<file path="config.mk">
export PLATFORM = sky130hd
export DESIGN_NAME = mpu_bus_monitor
export DESIGN_NICKNAME = d
export VERILOG_FILES = /design/src/rtl/mpu_bus_monitor_pkg.sv /design/src/rtl/mpu_bus_monitor_uart_tx.sv /design/src/rtl/mpu_bus_monitor.sv
export SDC_FILE = /design/constraint.sdc
export NUM_CORES = 1
export LEC_CHECK = 0
export CORE_UTILIZATION = 35
export CTS_BUF_LIST = sky130_fd_sc_hd__clkbuf_4 sky130_fd_sc_hd__clkbuf_8
export CTS_CLUSTER_SIZE = 16
export DETAILED_ROUTE_END_ITERATION = 16
export PLACE_DENSITY = 0.55
export SKIP_LAST_GASP = 1
export SLEW_MARGIN = 20
export SYNTH_ARGS = -nofsm -noshare
export SYNTH_HDL_FRONTEND = slang
export SYNTH_SLANG_ARGS = --single-unit
</file>
<file path="constraint.sdc">
create_clock -name clk -period 2.5 [get_ports clk]
set_input_delay 0.75 -clock clk [delete_from_list [all_inputs] [get_ports clk]]
set_output_delay 0.75 -clock clk [all_outputs]
set_load 0.02 [all_outputs]
</file>
<file path="src/rtl/mpu_bus_monitor_pkg.sv">
// Shared constants and types for the 6502 bus monitor: frame sync byte,
// default clocking, sequencer/serializer state encodings.
package mpu_pkg;

    localparam int unsigned DEFAULT_CLK_HZ = 32'd50_000_000;
    localparam int unsigned DEFAULT_BAUD   = 32'd500_000;
    localparam logic [7:0]  SYNC_BYTE      = 8'hA5;

    typedef enum logic [1:0] {
        SEQ_IDLE  = 2'd0,
        SEQ_BYTE0 = 2'd1,
        SEQ_BYTE1 = 2'd2,
        SEQ_BYTE2 = 2'd3
    } seq_state_t;

    typedef enum logic [1:0] {
        TX_IDLE  = 2'd0,
        TX_START = 2'd1,
        TX_DATA  = 2'd2,
        TX_STOP  = 2'd3
    } tx_state_t;

    // Byte to transmit for a given frame position of a held address
    function automatic logic [7:0] frame_byte(input seq_state_t st, input logic [15:0] addr);
        logic [7:0] b;
        case (st)
            SEQ_BYTE0: b = SYNC_BYTE;
            SEQ_BYTE1: b = addr[15:8];
            SEQ_BYTE2: b = addr[7:0];
            default:   b = 8'h00;
        endcase
        return b;
    endfunction

endpackage

</file>
<file path="src/rtl/mpu_bus_monitor_uart_tx.sv">
// 8N1 UART serializer with flow control: a byte starts only while busy is low,
// and once started it always runs to the end of its stop bit.
module uart_tx
    import mpu_pkg::*;
#(
    parameter int unsigned CLKS_PER_BIT = 32'd100
)(
    input  logic       clk,
    input  logic       rst,
    input  logic [7:0] data,
    input  logic       start,
    input  logic       busy,
    output logic       done,
    output logic       tx
);

    localparam int unsigned CNT_W = (CLKS_PER_BIT > 32'd1) ? $clog2(CLKS_PER_BIT) : 32'd1;

    tx_state_t        state_r;
    logic [CNT_W-1:0] cnt_r;
    logic [2:0]       bit_idx_r;
    logic [7:0]       shift_r;
    logic             tx_r;
    logic             last_s;
    logic             done_s;

    // Bit-period end detection and byte-done strobe
    always_comb begin
        last_s = (cnt_r == CNT_W'(CLKS_PER_BIT - 32'd1));
        done_s = 1'b0;
        if ((state_r == TX_STOP) && last_s) begin
            done_s = 1'b1;
        end else begin
            done_s = 1'b0;
        end
    end

    // Serializer state machine; tx is registered so the line never glitches
    always_ff @(posedge clk) begin
        if (rst) begin
            state_r   <= TX_IDLE;
            cnt_r     <= '0;
            bit_idx_r <= 3'd0;
            shift_r   <= 8'h00;
            tx_r      <= 1'b1;
        end else begin
            case (state_r)
                TX_IDLE: begin
                    cnt_r     <= '0;
                    bit_idx_r <= 3'd0;
                    if (start && !busy) begin
                        shift_r <= data;
                        tx_r    <= 1'b0;
                        state_r <= TX_START;
                    end else begin
                        tx_r    <= 1'b1;
                    end
                end
                TX_START: begin
                    if (last_s) begin
                        cnt_r   <= '0;
                        tx_r    <= shift_r[0];
                        state_r <= TX_DATA;
                    end else begin
                        cnt_r   <= cnt_r + CNT_W'(1);
                    end
                end
                TX_DATA: begin
                    if (last_s) begin
                        cnt_r <= '0;
                        if (bit_idx_r == 3'd7) begin
                            tx_r    <= 1'b1;
                            state_r <= TX_STOP;
                        end else begin
                            bit_idx_r <= bit_idx_r + 3'd1;
                            shift_r   <= {1'b0, shift_r[7:1]};
                            tx_r      <= shift_r[1];
                        end
                    end else begin
                        cnt_r <= cnt_r + CNT_W'(1);
                    end
                end
                TX_STOP: begin
                    if (last_s) begin
                        cnt_r   <= '0;
                        state_r <= TX_IDLE;
                    end else begin
                        cnt_r   <= cnt_r + CNT_W'(1);
                    end
                end
                default: begin
                    state_r <= TX_IDLE;
                    tx_r    <= 1'b1;
                end
            endcase
        end
    end

    assign done = done_s;
    assign tx   = tx_r;

endmodule

</file>
<file path="src/rtl/mpu_bus_monitor.sv">
// Samples the 6502 address bus on each mpu_clk rise, buffers samples in a
// small FIFO and streams each one to the AVR as a 3-byte UART frame.
module mpu_bus_monitor
    import mpu_pkg::*;
#(
    parameter int unsigned CLK_HZ     = DEFAULT_CLK_HZ,
    parameter int unsigned BAUD       = DEFAULT_BAUD,
    parameter int unsigned FIFO_DEPTH = 32'd4
)(
    input  logic        clk,
    input  logic        rst,
    input  logic        mpu_clk,
    input  logic [15:0] addr_bus,
    input  logic        avr_rx_busy,
    output logic        avr_rx,
    output logic        overflow,
    output logic        tx_active
);

    localparam int unsigned CLKS_PER_BIT = CLK_HZ / BAUD;
    localparam int unsigned AW           = $clog2(FIFO_DEPTH);
    localparam int unsigned PW           = AW + 32'd1;

    logic [15:0]   addr_meta_r;
    logic [15:0]   addr_sync_r;
    logic          busy_meta_r;
    logic          busy_sync_r;
    logic          mpu_clk_q_r;
    logic [15:0]   mem_r [FIFO_DEPTH];
    logic [PW-1:0] wr_ptr_r;
    logic [PW-1:0] rd_ptr_r;
    logic          overflow_r;
    logic          tx_active_r;
    seq_state_t    seq_state_r;
    logic [15:0]   hold_r;

    logic          rise_s;
    logic          full_s;
    logic          empty_s;
    logic          push_s;
    logic          pop_s;
    logic          drop_s;
    logic          byte_start_s;
    logic [7:0]    byte_data_s;
    logic          byte_done_s;
    logic          tx_s;

    // Two-flop synchronizers and mpu_clk edge-detect delay
    always_ff @(posedge clk) begin
        if (rst) begin
            addr_meta_r <= 16'h0000;
            addr_sync_r <= 16'h0000;
            busy_meta_r <= 1'b0;
            busy_sync_r <= 1'b0;
            mpu_clk_q_r <= 1'b0;
        end else begin
            addr_meta_r <= addr_bus;
            addr_sync_r <= addr_meta_r;
            busy_meta_r <= avr_rx_busy;
            busy_sync_r <= busy_meta_r;
            mpu_clk_q_r <= mpu_clk;
        end
    end

    // FIFO status; a push into a full FIFO is accepted when a pop frees the slot
    always_comb begin
        rise_s  = mpu_clk & ~mpu_clk_q_r;
        empty_s = (wr_ptr_r == rd_ptr_r);
        full_s  = (wr_ptr_r[PW-1] != rd_ptr_r[PW-1]) &&
                  (wr_ptr_r[AW-1:0] == rd_ptr_r[AW-1:0]);
        pop_s   = (seq_state_r == SEQ_IDLE) && !empty_s;
        push_s  = 1'b0;
        drop_s  = 1'b0;
        if (rise_s) begin
            push_s = !full_s || pop_s;
            drop_s = full_s && !pop_s;
        end else begin
            push_s = 1'b0;
            drop_s = 1'b0;
        end
        byte_start_s = (seq_state_r != SEQ_IDLE);
        byte_data_s  = frame_byte(seq_state_r, hold_r);
    end

    // Sample storage; data needs no reset since pointers gate every read
    always_ff @(posedge clk) begin
        if (push_s) begin
            mem_r[wr_ptr_r[AW-1:0]] <= addr_sync_r;
        end
    end

    // FIFO pointers and sticky overflow flag
    always_ff @(posedge clk) begin
        if (rst) begin
            wr_ptr_r   <= '0;
            rd_ptr_r   <= '0;
            overflow_r <= 1'b0;
        end else begin
            if (push_s) begin
                wr_ptr_r <= wr_ptr_r + PW'(1);
            end
            if (pop_s) begin
                rd_ptr_r <= rd_ptr_r + PW'(1);
            end
            if (drop_s) begin
                overflow_r <= 1'b1;
            end
        end
    end

    // Frame sequencer: pop into holding register, then emit three bytes
    always_ff @(posedge clk) begin
        if (rst) begin
            seq_state_r <= SEQ_IDLE;
            hold_r      <= 16'h0000;
            tx_active_r <= 1'b0;
        end else begin
            case (seq_state_r)
                SEQ_IDLE: begin
                    if (pop_s) begin
                        hold_r      <= mem_r[rd_ptr_r[AW-1:0]];
                        tx_active_r <= 1'b1;
                        seq_state_r <= SEQ_BYTE0;
                    end else begin
                        tx_active_r <= 1'b0;
                    end
                end
                SEQ_BYTE0: begin
                    if (byte_done_s) begin
                        seq_state_r <= SEQ_BYTE1;
                    end
                end
                SEQ_BYTE1: begin
                    if (byte_done_s) begin
                        seq_state_r <= SEQ_BYTE2;
                    end
                end
                SEQ_BYTE2: begin
                    if (byte_done_s) begin
                        tx_active_r <= 1'b0;
                        seq_state_r <= SEQ_IDLE;
                    end
                end
                default: begin
                    tx_active_r <= 1'b0;
                    seq_state_r <= SEQ_IDLE;
                end
            endcase
        end
    end

    uart_tx #(
        .CLKS_PER_BIT (CLKS_PER_BIT)
    ) u_uart_tx (
        .clk   (clk),
        .rst   (rst),
        .data  (byte_data_s),
        .start (byte_start_s),
        .busy  (busy_sync_r),
        .done  (byte_done_s),
        .tx    (tx_s)
    );

    assign avr_rx    = tx_s;
    assign overflow  = overflow_r;
    assign tx_active = tx_active_r;

endmodule

</file>
=== Yosys cells after proc, flatten, opt, wreduce, memory -nomap -nowiden ===
Memories as Yosys holds them, arrays and structs flattened. A register that Yosys moved wholly into a read port is not among the register bits.
Index checks and enable logic that the tools add are counted.

* Multiplexer cells: 34
* Bitwise operators: 2
* Add/subtract/negate cells: 4
* Equality and inequality tests: 21
* Reduce and logical (&&, ||, !) cells: 24

{| class="wikitable"
|+ Operator list
! operator !! count
|-
| two-way mux 8 bit || 3
|-
| case mux 8 bit (3 select lines) || 1
|-
| two-way mux 2 bit || 9
|-
| case mux 2 bit (4 select lines) || 2
|-
| case mux 8 bit (2 select lines) || 1
|-
| case mux 7 bit (2 select lines) || 1
|-
| two-way mux 1 bit || 11
|-
| != test 2 x 1 -> 1 bit (second input constant) || 5
|-
| != test 2 bit (second input constant) || 5
|-
| adder 3 x 1 -> 3 bit (second input constant) || 3
|-
| == test 2 bit (second input constant) || 4
|-
| AND reduction 4 bit || 2
|-
| adder 7 x 1 -> 7 bit (second input constant) || 1
|-
| == test 7 bit (second input constant) || 1
|-
| two-way mux 7 bit || 1
|-
| two-way mux 3 bit || 2
|-
| case mux 3 bit (2 select lines) || 1
|-
| AND reduction 3 bit || 2
|-
| nonzero test 2 bit || 3
|-
| logical AND 1 bit || 5
|-
| AND reduction 5 bit || 1
|-
| == test 2 x 1 -> 1 bit (second input constant) || 2
|-
| logical NOT 1 bit || 4
|-
| logical NOT 2 bit || 2
|-
| 12 further kinds || 13
|}

* Memories kept: 1
* RAM bits: 64
* Bits of input ports: 20
* Register bits after elaboration: 66
* Output and inout bits: 3
* Logic and storage cells: 101

{| class="wikitable"
|+ Memories
! memory !! words !! bits a word !! rd ports !! clocked after memory_dff !! wr ports !! RTL line !! RTL
|-
| mem_r || 4 || 16 || 1 || 1 || 1 || mpu_bus_monitor.sv:29 || <nowiki>logic [15:0] mem_r [FIFO_DEPTH];</nowiki>
|}

=== Logic depth before layout (Yosys ltp) ===
* Word-level depth: 7
* Depth in mapped cells: 8
* Gate-level depth less buffers: 6

=== Modules after synthesis ===
From an unflattened synthesis, not the netlist that was laid out.

* Cells, all modules: 425
* Area, all modules: 5724.2 sq um

{| class="wikitable"
|+ By module, submodules not included
! module !! cells an instance !! area each (sq um) !! sequential area each (sq um) !! instances
|-
| mpu_bus_monitor || 297 || 4593.2 || 3143.0 || 1
|-
| uart_tx || 128 || 1131.1 || 420.4 || 1
|}

=== Worst setup path before layout ===
Ideal clock, no wire load.

* Kind: input-to-reg
* Start point: input port mpu_clk
* End point: memory mem_r[3][0] (enable)
* Stages on the path: 3
* Arrival time: 1659 ps
* Path buffers: 0
* Setup time: 374 ps
* Slack: 467 ps
* Cell sequence: nor2b_1 -> o41a_1 -> and2_1

* Word-level cells in the longest chain between the ends: 4

{| class="wikitable"
|+ Ends and longest elaborated chain
! what !! RTL line !! RTL
|-
| from (decl) || mpu_bus_monitor.sv:12 || <nowiki>input logic mpu_clk,</nowiki>
|-
| AND 1 bit || mpu_bus_monitor.sv:67 || <nowiki>rise_s = mpu_clk & ~mpu_clk_q_r;</nowiki>
|-
| two-way mux 1 bit || mpu_bus_monitor.sv:74 || <nowiki>if (rise_s) begin</nowiki>
|-
| two-way mux 1 bit || mpu_bus_monitor.sv:87 || <nowiki>if (push_s) begin</nowiki>
|-
| two-way mux 1 bit (not written as such) || mpu_bus_monitor.sv:88 || <nowiki>mem_r[wr_ptr_r[AW-1:0]] <= addr_sync_r;</nowiki>
|-
| to (decl) || mpu_bus_monitor.sv:29 ||
|}

Every way passes these cells.

=== Final worst setup path ===
* Start point: register tx_active_r (netlist: tx_active)
* End point: output port tx_active

{| class="wikitable"
|+ RTL lines
! what !! RTL line !! RTL
|-
| from (decl) || mpu_bus_monitor.sv:33 || <nowiki>logic tx_active_r;</nowiki>
|-
| from (signal assigned) || mpu_bus_monitor.sv:116 || <nowiki>tx_active_r <= 1'b0;</nowiki>
|-
| from (signal assigned) || mpu_bus_monitor.sv:122 || <nowiki>tx_active_r <= 1'b1;</nowiki>
|-
| from (signal assigned) || mpu_bus_monitor.sv:125 || <nowiki>tx_active_r <= 1'b0;</nowiki>
|-
| to (decl) || mpu_bus_monitor.sv:17 || <nowiki>output logic tx_active</nowiki>
|}

No word-level cell between the ends.

==> summary.md <==
| Metric | Value |
|---|---|
| GRT Residual Overflow | 0 |
| Post-synth EDFFs | 64 |
| Vias | 3181 |
| Critical path's slowest cell | clkdlybuf4s50_1 |
| Fin nets | 496 |
| Arrival @ worst endpoint | 1390 ps |
| Iteration-0 DRC Markers | 179 |
| H-tree levels | 4 |
| Post-synthesis sequential area ratio | 63.13% |
| Die Area | 0.01664 mm² |
| Gr usage total | 12.86% |
| Clock Latency Late Sink | 430 ps |
| Clock sink count | 146 |
| TritonRoute pass-1 iters | 4 |
| Global-route wire length before repair | 16000 µm |
| CP required | 1750 ps |
| Row cnt | 46 |
| Clock slew at reported path FFs | 80 ps |
| Post-synthesis register bit count | 146 |
| Area delta synth->final | 17.27% |
| RePlAce Congestion | 0.7498 |
| Crit. End Element | primary output |
| Most frequent cells in the layout | dfxtp_1, edfxtp_1, nor2_1 |
| Post-cts resize count | 0 |
| Final min period | 2140 ps |
| Diodes inserted | 0 |
| Vias in the first global route | 3195 |
| Number of buffers created by CTS | 17 |
| Final Hold Fails | 0 |
| Flop2flop setup slack | 410 ps |
| Critical path buffers and inverters | 1 |
| Vias per cell | 4.630 |
| Share of layout cells above drive strength 1 | 14.44% |
| Initial antenna violation count | 0 |
| Least-Margin Pin Slew | 447.0 ps |
| Largest net degree at the start of global routing | 57 |
| Synth Instances | 426 |
| Syn_area_per_cell | 13.25 µm² |
| Status | completed |
| Commonest non-fill, non-tap cell in the layout | dfxtp_1 |
| DPL Wire Length | 6263 µm |
| Drt drc | 0 |
| Peak Freq | 467.4 MHz |
| Max Root-Sink Buffers | 2 |
| Max-Cap Viols | 0 |
| Die span in y | 129.0 µm |
| Crit-path max FO | 2 |
| Hold crit path type | reg2reg |
| Primary FF master, synth | dfxtp_1 |
| Post-Syn Area | 0.005644 mm² |
| Ys Warns | 0 |
| Setup TNS | 0 ps |
| Power Total | 6.496 mW |
| Final period util | 85.58% |
| FFs w/ async S/R, synth | 0% |
| Setup Buffers After CTS | 0 |
| Unrepaired setup endpoints after global routing | false |
| Port Buffer Count | 22 |
| Critical path cell sequence | clkdlybuf4s50_1 |
| CTS tree | yes |
| Max-slew violations | 0 |
| Worst slew margin | 70.10% |
| I/O pin count | 23 |
| Syn_nets | 464 |
| Worst clock skew | 12.84 ps |
| Wire length per cell | 13.68 µm |
| Routed wire length | 9395 µm |
| Power Density | 981.4 mW/mm² |
| Die Wd | 129.0 µm |
| Critical path's top delay family | buffers and inverters |
| Final setup violation count | 0 |
| Fill cells | 1477 |
| Starting Density | 35.66% |
| Number of routed nets with antenna violations | 0 |
| Core Footprint | 0.01583 mm² |
| Peak supply drop | 471.4 µV |
| Worst path max stage delay | 620 ps |
| CTS root buffer | clkbuf_8 |
| Library cells used by synthesis | 46 |
| Lkg Pwr | 2.441 nW |
| Crit Path Class | reg2out |
| Worst setup SP type | flop |
| Hold-fix buffers, CTS | 0 |
[per-layer routing]
metal	share of wire, %	GRT usage [%]	vias up
li1	-	-	1595
met1	46	15.18	1537
met2	50	21.75	41
met3	3.3	4.532	8
met4	1.3	4.429	0
met5	0	0	-
[area by class of cell]
type | count | area (µm²) | share of cell area, %
multi-input combinational | 248 | 1957 | 29.57
clock inverter | 11 | 128.9 | 1.947
inverter | 9 | 33.78 | 0.5104
tap | 216 | 270.3 | 4.083
timing repair buffer | 36 | 395.4 | 5.974
sequential | 146 | 3563 | 53.84
clock buffer | 21 | 270.3 | 4.083
[path summary, 6_finish.rpt]
kind                                    startpoint                   end  cells past startpoint
worst min-delay path               addr_meta_r[11]       addr_sync_r[11]                      1
worst min register to register     addr_meta_r[11]       addr_sync_r[11]                      1
worst max register to register  u_uart_tx.cnt_r[0]  u_uart_tx.shift_r[7]                      5
worst max-delay path                     tx_active             tx_active                      1
[metrics by stage]
step	cells	setup WS (ps)	hold WS, ps	instance area [µm²]	util, %
after floorplan	426	466.8	413.2	5644	-
after global placement	655	165.1	418.4	6220	39.30
after detailed placement	655	115.8	425.5	6220	39.30
after CTS	687	325.5	444.5	6619	41.82
after global routing	687	270.2	457.6	6619	41.82
final	687	360.5	440.5	6619	41.82
[cell families after synthesis]
| group | Yosys count | synth area share, % |
|---|---|---|
| adders and majority gates | 18 | 3.990 |
| and+or+nand+nor | 128 | 11.71 |
| AOI/OAI and AO/OA | 53 | 6.740 |
| muxes | 38 | 10.29 |
| DFF | 146 | 63.13 |
| xor gates and xnor gates | 11 | 1.707 |
| buffers and inverters | 32 | 2.438 |
[power breakdown]
group	leakage, nW	switching, mW	total, mW	internal [mW]
registers	1.29	0.161	2.92	2.76
logic	0.957	0.915	1.76	0.841
clock network	0.198	0.864	1.82	0.954
[synth_stat cells, drive strengths merged, types with 9 or more instances]
master | number | area (µm²)
dfxtp | 82 | 1642
edfxtp | 64 | 1922
nor2 | 40 | 150.1
nor2b | 38 | 237.7
mux2i | 22 | 220.2
ha | 18 | 225.2
clkbuf | 16 | 60.06
mux4 | 16 | 360.4
a21oi | 15 | 75.07
nand2 | 15 | 58.81
inv | 9 | 33.78
[state kept, by name (all words and copies together), names as in the netlist, 3 cells and up]
name	count
mem_r	64
addr_meta_r	16
addr_sync_r	16
u_uart_tx.shift_r	8
rd_ptr_r	3
u_uart_tx.bit_idx_r	3
wr_ptr_r	3
u_uart_tx.cnt_r	7
hold_r	16
(Power assumes the default switching activity.)
